`src/rtl/writeback_unit.sv`:
```
// Writeback stage: merges ALU and load results onto the register-file write port
// and tracks pending destination registers. Optional forwarding outputs: WB_BYPASS_EN.
module writeback_unit #(
    parameter int unsigned WORD_SIZE   = 32,
    parameter int unsigned QUEUE_DEPTH = 4
) (
    input  logic                          clock,
    input  logic                          reset_n,
    input  logic                          issue_valid,
    input  logic [4:0]                    issue_rd,
    input  logic                          alu_valid,
    input  logic [4:0]                    alu_rd,
    input  logic [WORD_SIZE-1:0]          alu_data,
    input  logic                          load_valid,
    output logic                          load_ready,
    input  logic [4:0]                    load_rd,
    input  logic [WORD_SIZE-1:0]          load_data,
    output logic                          rf_write_enable,
    output logic [4:0]                    rf_write_addr,
    output logic [WORD_SIZE-1:0]          rf_write_data,
    input  logic [4:0]                    query_rs1,
    input  logic [4:0]                    query_rs2,
    output logic                          rs1_busy,
    output logic                          rs2_busy,
    output logic [$clog2(QUEUE_DEPTH):0]  queue_count
`ifdef WB_BYPASS_EN
    ,
    output logic                          rs1_fwd_valid,
    output logic [WORD_SIZE-1:0]          rs1_fwd_data,
    output logic                          rs2_fwd_valid,
    output logic [WORD_SIZE-1:0]          rs2_fwd_data
`endif
);

    localparam int unsigned PTR_W = $clog2(QUEUE_DEPTH);
    localparam int unsigned CNT_W = PTR_W + 1;

    logic [4:0]           fifo_rd_q   [QUEUE_DEPTH];
    logic [4:0]           fifo_rd_d   [QUEUE_DEPTH];
    logic [WORD_SIZE-1:0] fifo_data_q [QUEUE_DEPTH];
    logic [WORD_SIZE-1:0] fifo_data_d [QUEUE_DEPTH];
    logic [PTR_W-1:0]     wr_ptr_q, wr_ptr_d;
    logic [PTR_W-1:0]     rd_ptr_q, rd_ptr_d;
    logic [CNT_W-1:0]     count_q, count_d;

    logic                 rf_we_q, rf_we_d;
    logic [4:0]           rf_addr_q, rf_addr_d;
    logic [WORD_SIZE-1:0] rf_data_q, rf_data_d;
    logic [31:0]          busy_q, busy_d;

    logic                 push;
    logic                 pop;
    logic                 sel_valid;
    logic [4:0]           sel_rd;
    logic [WORD_SIZE-1:0] sel_data;

    // Readiness looks only at the registered count, so a full FIFO stays
    // not-ready even on a cycle where it also pops.
    assign load_ready = (count_q != CNT_W'(QUEUE_DEPTH));
    assign push       = load_valid && load_ready;
    assign pop        = !alu_valid && (count_q != '0);

    always_comb begin
        sel_valid = 1'b0;
        sel_rd    = '0;
        sel_data  = '0;
        if (alu_valid) begin
            sel_valid = 1'b1;
            sel_rd    = alu_rd;
            sel_data  = alu_data;
        end else if (pop) begin
            sel_valid = 1'b1;
            sel_rd    = fifo_rd_q[rd_ptr_q];
            sel_data  = fifo_data_q[rd_ptr_q];
        end
    end

    always_comb begin
        fifo_rd_d   = fifo_rd_q;
        fifo_data_d = fifo_data_q;
        wr_ptr_d    = wr_ptr_q;
        rd_ptr_d    = rd_ptr_q;
        count_d     = count_q;
        if (push) begin
            fifo_rd_d[wr_ptr_q]   = load_rd;
            fifo_data_d[wr_ptr_q] = load_data;
            wr_ptr_d              = wr_ptr_q + 1'b1;
        end
        if (pop) begin
            rd_ptr_d = rd_ptr_q + 1'b1;
        end
        unique case ({push, pop})
            2'b10:   count_d = count_q + 1'b1;
            2'b01:   count_d = count_q - 1'b1;
            default: count_d = count_q;
        endcase
    end

    // Writes to x0 are consumed but never reach the register file; address
    // and data only move when a real write happens.
    always_comb begin
        rf_we_d   = sel_valid && (sel_rd != '0);
        rf_addr_d = rf_addr_q;
        rf_data_d = rf_data_q;
        if (rf_we_d) begin
            rf_addr_d = sel_rd;
            rf_data_d = sel_data;
        end
    end

    // Set is applied after clear so a same-edge issue to a retiring rd wins.
    always_comb begin
        busy_d = busy_q;
        if (rf_we_d) begin
            busy_d[sel_rd] = 1'b0;
        end
        if (issue_valid) begin
            busy_d[issue_rd] = 1'b1;
        end
        busy_d[0] = 1'b0;
    end

    always_ff @(posedge clock or negedge reset_n) begin
        if (!reset_n) begin
            wr_ptr_q  <= '0;
            rd_ptr_q  <= '0;
            count_q   <= '0;
            rf_we_q   <= 1'b0;
            rf_addr_q <= '0;
            rf_data_q <= '0;
            busy_q    <= '0;
        end else begin
            wr_ptr_q  <= wr_ptr_d;
            rd_ptr_q  <= rd_ptr_d;
            count_q   <= count_d;
            rf_we_q   <= rf_we_d;
            rf_addr_q <= rf_addr_d;
            rf_data_q <= rf_data_d;
            busy_q    <= busy_d;
        end
    end

    always_ff @(posedge clock) begin
        fifo_rd_q   <= fifo_rd_d;
        fifo_data_q <= fifo_data_d;
    end

    assign rf_write_enable = rf_we_q;
    assign rf_write_addr   = rf_addr_q;
    assign rf_write_data   = rf_data_q;
    assign rs1_busy        = busy_q[query_rs1];
    assign rs2_busy        = busy_q[query_rs2];
    assign queue_count     = count_q;

`ifdef WB_BYPASS_EN
    assign rs1_fwd_valid = rf_we_q && (rf_addr_q == query_rs1) && (query_rs1 != '0);
    assign rs2_fwd_valid = rf_we_q && (rf_addr_q == query_rs2) && (query_rs2 != '0);
    assign rs1_fwd_data  = rf_data_q;
    assign rs2_fwd_data  = rf_data_q;
`endif

endmodule

```
`config.mk`:
```
export PLATFORM = sky130hd
export DESIGN_NAME = writeback_unit
export DESIGN_NICKNAME = d
export VERILOG_FILES = /design/src/rtl/writeback_unit.sv
export SDC_FILE = /design/constraint.sdc
export NUM_CORES = 1
export LEC_CHECK = 0
export CAP_MARGIN = 20
export CORE_ASPECT_RATIO = 2
export CORE_MARGIN = 5
export CORE_UTILIZATION = 30
export CTS_BUF_LIST = sky130_fd_sc_hd__clkbuf_16
export CTS_CLUSTER_DIAMETER = 50
export DETAILED_ROUTE_END_ITERATION = 7
export GPL_TIMING_DRIVEN = 0
export PLACE_DENSITY = 0.58
export SLEW_MARGIN = 15
export SYNTH_ARGS = -nofsm -noshare
export SYNTH_HDL_FRONTEND = slang
export SYNTH_SLANG_ARGS = --single-unit
```
`constraint.sdc`:
```
create_clock -name clock -period 3.6 [get_ports clock]
set_input_delay 0.72 -clock clock [delete_from_list [all_inputs] [get_ports clock]]
set_output_delay 0.72 -clock clock [all_outputs]
set_load 0.02 [all_outputs]
```
After elaboration in Yosys (flattened, before gate mapping)
Index checks and enable logic that the tools add are counted.
{"block": "totals", "ff_bits": 224, "latchBits": 0, "mem_bits_rw": 0, "romBits": 0, "inputBits": 94, "output_inout_bits": 44, "wordCells": 75, "memories": 0}
{"block": "classes", "add_sub_neg": 4, "multipliers": 0, "n_div": 0, "magnitude_cmp": 9, "n_eq_ne": 3, "n_shift": 0, "n_mux": 29, "bitwise_logic": 5, "n_reduce_logical": 10}
{"operator": "32-bit 2-to-1 mux", "n": 7}
{"operator": "128-bit bitwise mux", "n": 1}
{"operator": "32-bit binary-select mux with 2-bit select", "n": 1}
{"operator": "32-bit demux with 2-bit select", "n": 1}
{"operator": "32-bit bitwise AND", "n": 1}
{"operator": "32-bit inverter", "n": 1}
{"operator": "32-bit bitwise OR", "n": 1}
{"operator": "5-bit 2-to-1 mux", "n": 5}
{"operator": "5-bit by 6-bit less-than comparator with 1-bit output (second input constant)", "n": 4}
{"operator": "20-bit bitwise mux", "n": 1}
{"operator": "1-bit binary-select mux with 5-bit select", "n": 2}
{"operator": "5-bit binary-select mux with 2-bit select", "n": 1}
{"operator": "1-bit demux with 5-bit select", "n": 2}
{"operator": "5-bit demux with 2-bit select", "n": 1}
{"operator": "5-bit by 1-bit greater-or-equal comparator with 1-bit output (second input constant)", "n": 2}
{"operator": "3-bit greater-or-equal comparator (second input constant)", "n": 2}
{"operator": "1-bit logical AND", "n": 6}
{"operator": "1-bit 2-to-1 mux", "n": 6}
{"operator": "2-bit inverter with 3-bit output", "n": 2}
{"operator": "3-bit case mux with 2 select lines", "n": 1}
{"operator": "5-bit nonzero test", "n": 1}
{"operator": "2-bit by 1-bit adder with 2-bit output (second input constant)", "n": 2}
{"operator": "3-bit by 1-bit adder with 3-bit output (second input constant)", "n": 1}
{"operator": "3-bit by 1-bit less-than comparator with 1-bit output (second input constant)", "n": 1}
{"operator": "other kinds (7)", "n": 7}

Depth between registers and ports, before layout
{"block": "logic_depth", "ltp_word": 15, "ltp_mapped": 12, "depth_no_buf": 10}

Worst setup path after synthesis
No wires, ideal clock.
{"block": "synth_timing", "path_type": "input-to-output", "start": "in query_rs1[0]", "end": "out rs1_busy", "arrival_ns": 2.387, "path_slack_ns": 0.493, "path_stages": 4, "path_buffers": 1, "path_cell_list": "clkbuf_1 > mux4_2 > mux4_2 > mux2_2"}
{"block": "synth_via", "elab_chain_cells": 2}
{"element": "start: declaration", "line": "21", "rtl": "input logic [4:0] query_rs1,"}
{"element": "1-bit binary-select mux with 5-bit select", "line": "151", "rtl": "assign rs1_busy = busy_q[query_rs1];"}
{"element": "1-bit 2-to-1 mux (not written as such)", "line": "151"}
{"element": "end: declaration", "line": "23", "rtl": "output logic rs1_busy,"}
Every way passes these cells. The select of a mux whose other input is x is not followed.

Worst setup path after layout
{"block": "layout_timing", "start": "in query_rs2[0]", "end": "out rs2_busy"}
{"block": "layout_via", "elab_chain_cells": 2}
{"element": "start: declaration", "line": "22", "rtl": "input logic [4:0] query_rs2,"}
{"element": "1-bit binary-select mux with 5-bit select", "line": "152", "rtl": "assign rs2_busy = busy_q[query_rs2];"}
{"element": "1-bit 2-to-1 mux (not written as such)", "line": "152"}
{"element": "end: declaration", "line": "24", "rtl": "output logic rs2_busy,"}
Every way passes these cells. The select of a mux whose other input is x is not followed.

==> metrics.log <==
INFO  metric synth_cells = just under 600
INFO  metric seq_area_frac_synth = 67.8%
INFO  metric detail_route.drc_violations = 0
INFO  metric critical_path_class = input pin to output pin
INFO  metric ios = approximately 140
INFO  metric synth-edff-count = 148
INFO  metric filler_cell_count = 2913
INFO  metric dominantRegCellSynth = sky130_fd_sc_hd__edfxtp_1
INFO  metric fmax = 0.283 GHz
INFO  metric design.die.area = 0.0351 mm^2
INFO  metric grt_start_max_net_pins = 47
INFO  metric crit_path_max_fanout = 9
INFO  metric cts_buffers = 23
INFO  metric clock-sinks = between 200 and 250
INFO  metric core.rowCount = 91
INFO  metric tightestPinTransition = about 1100 ps
INFO  metric timing.rr.start = queue_count[2]$_DFFE_PN0P_
INFO  metric first_global_vias = 6311
INFO  metric layout_worst_path_cycle_share = between 90% and 100%
INFO  metric place_hpwl = 19.0 mm
INFO  metric period_needed = 3530 ps
INFO  metric die-height = 260 um
INFO  metric grt_pass1_wl = 38.5 mm
INFO  metric worstSetupStartpoint = query_rs2[0]
INFO  metric critical_path.endpoint_type = output pin
INFO  metric finalWeightedCongestion = 0.818
INFO  metric cts_root_buffer = sky130_fd_sc_hd__clkbuf_16
INFO  metric stdcell_area = around 0.012 mm^2
INFO  metric worst_hold_path_type = input pin to async pin
INFO  metric finalMaxSlewViolations = 0
INFO  metric yosys_register_bits = 224
INFO  metric post_dr_vias_cell = 4.94
INFO  metric grt_setup_unrepaired = no
INFO  metric worst_skew_pair.late_latency = between 500 and 600 ps
INFO  metric share_of_final_layout_standard_cells_stronger_than_drive_strength_1 = 14.8%
INFO  metric clock_path_buffers = 3
INFO  metric avgRoutedWirePerCell = between 20 and 25 um
INFO  metric grt.total_usage = between 10% and 20%
INFO  metric layout.cells.most_common = sky130_fd_sc_hd__edfxtp_1
INFO  metric report.final.hold_viol_count = 0
INFO  metric ant_nets = 0
INFO  metric via_count = 5853
INFO  metric place_area = 0.0113 mm^2
INFO  metric syn-mean-instance-area = 15.9 um^2
INFO  metric antenna_cells = 0
INFO  metric relSlewSlack = ~28%
INFO  metric buffer_ports.inserted = 130
INFO  metric initial_antenna_violation_count = 0
INFO  metric ys_async_sr_fraction = 33.9%
INFO  metric number_of_different_library_cells_in_the_post_synthesis_netlist = 42
INFO  metric fin_skew = 15.2 ps
INFO  metric setup-violations-final = 0
INFO  metric drc_marker_count_from_the_first_detailed_route_iteration = around 190
INFO  metric post_cts_hold_buffer_count = 0
INFO  metric cellLeakagePower = 4.26 nW
INFO  metric grt-ovfl-total = 0
INFO  metric cts.reportedPaths.clkPinSlew = 60 ps
INFO  metric synthesis.nets = 690
INFO  metric yosysWarningCount = 0
INFO  metric timing.critical_path.arrival = between 2000 and 3000 ps
INFO  metric tritoncts = built
INFO  metric cts_htree_levels = 1
INFO  metric worst_ir_drop_vdd = 0.264 mV
INFO  metric areaGrowthSynthToFinish = 28.2%
INFO  metric critPathLaunchType = input pin
INFO  metric power_per_cell_area = 782 mW/mm^2
INFO  metric drv.max_cap_violation_count = 0
INFO  metric syn_area = 0.00937 mm^2
INFO  metric drt_pass1_iterations = 5
INFO  metric start_util = approximately 30%
INFO  metric status = finished clean
INFO  metric chipWidth = 135 um
INFO  metric mostFrequentLayoutCells = sky130_fd_sc_hd__edfxtp_1 (148), sky130_fd_sc_hd__clkdlybuf4s50_1 (129), sky130_fd_sc_hd__dfrtp_1 (76), sky130_fd_sc_hd__o21ai_0 (68), sky130_fd_sc_hd__mux4_2 (55)
INFO  metric floorplan.core_area = 0.0309 mm^2
INFO  metric drt_wl_total = 25.9 mm
INFO  metric critPathRequiredTime = around 2900 ps
INFO  metric nets = 850
INFO  metric finalCoreUtilization = 38.9%
synth_stat cells, types with 3 or more instances:
cell type                    n  area [um^2]
sky130_fd_sc_hd__and3_1      7         43.8
sky130_fd_sc_hd__edfxtp_1  148         4440
sky130_fd_sc_hd__a22oi_1    33          248
sky130_fd_sc_hd__and2_1      5         31.3
sky130_fd_sc_hd__o21ai_0    68          340
sky130_fd_sc_hd__ha_1        5         62.6
sky130_fd_sc_hd__a21oi_1    33          165
sky130_fd_sc_hd__mux4_2     55         1240
sky130_fd_sc_hd__nand3b_1    4         30.0
sky130_fd_sc_hd__nor2_1     39          146
sky130_fd_sc_hd__nand2_1    18         67.6
sky130_fd_sc_hd__inv_1      14         52.6
sky130_fd_sc_hd__nor3_1      4         20.0
sky130_fd_sc_hd__o221ai_1    4         35.0
sky130_fd_sc_hd__xnor2_1     4         35.0
sky130_fd_sc_hd__dfrtp_1    76         1900
sky130_fd_sc_hd__o211ai_1    4         30.0
sky130_fd_sc_hd__a31oi_1     3         18.8
sky130_fd_sc_hd__mux2_2      4         45.0
sky130_fd_sc_hd__clkbuf_1   22         82.6
sky130_fd_sc_hd__buf_2       5         25.0
sky130_fd_sc_hd__buf_6       3         33.8
sky130_fd_sc_hd__nand3_1     4         20.0
cell type report:
class | count | area [um^2] | area share (%)
Sequential cell | 224 | 6350 | 52.9
Multi-Input combinational cell | 319 | 2820 | 23.5
Timing Repair Buffer | 135 | 1410 | 11.7
Clock buffer | 23 | 576 | 4.79
Tap cell | 418 | 523 | 4.36
Buffer | 32 | 161 | 1.34
Clock inverter | 18 | 119 | 0.990
Inverter | 15 | 56.3 | 0.469
flip-flops by register name (all words and copies together), names as in the netlist:
name / flops
rf_write_addr: 5
fifo_rd_q: 20
rf_write_enable: 1
wr_ptr_q: 2
fifo_data_q: 128
busy_q: 31
queue_count: 3
rd_ptr_q: 2
rf_write_data: 32
final timing paths:
check	to	slack, ps	depth (start not counted)
min in group clock	rf_write_data[14]$_DFFE_PN0N_	530	2
min	busy_q[20]$_DFF_PN0_	250	1
max	rs2_busy	70	5
max in group asynchronous	rf_write_data[19]$_DFFE_PN0N_	2730	2
min reg2reg	rf_write_data[14]$_DFFE_PN0N_	530	2
max reg2reg	queue_count[2]$_DFFE_PN0P_	270	12
power breakdown:
group | switching (W) | internal (W) | total [W]
Clock | 0.000985 | 0.00124 | 0.00222
Sequential | 0.000332 | 0.00352 | 0.00385
Combinational | 0.00178 | 0.00153 | 0.00331
cell families after synthesis:
kind of cell | synth area share [%]
AND/OR/NAND/NOR | 4.68
AO/OA/AOI/OAI | 10.2
flip-flops | 67.8
XOR/XNOR | 0.561
buffers and inverters | 2.19
adder cells (fa/ha/maj) | 0.882
multiplexers | 13.7
timing repair:
action,4_1_cts,5_1_grt
endpoints found under the setup margin,2,1
gates resized for setup,7,1
buffers inserted,0,0
metal layers:
metal / share of wire [%] / GRT usage [%] / up-vias
li1: - / - / 2652
met1: 33 / 14.6 / 2988
met2: 58 / 29.2 / 162
met3: 4.6 / 2.32 / 51
met4: 3.9 / 6.22 / 0
met5: 0 / 0 / -
worst max-delay path, stage by stage:
cell and delay (ps):
sky130_fd_sc_hd__buf_2 250, sky130_fd_sc_hd__mux4_2 560, sky130_fd_sc_hd__mux4_2 470, sky130_fd_sc_hd__mux2_2 270, sky130_fd_sc_hd__clkdlybuf4s50_1 530
through the flow:
step           worst slack, ps  total power (W)  hold WS, ps  std cells  TNS [ps]
2_1_floorplan              493          0.00586          424        590         0
3_3_place_gp             -1330          0.00720          506       1138   -100450
3_5_place_dp              -351          0.00731          518       1143      -896
4_1_cts                   17.9          0.00957          254       1184         0
5_1_grt                   1.13          0.00990          291       1184         0
6_report                  66.3          0.00939          246       1184         0
Note: power is estimated with default switching activity, not from simulation.
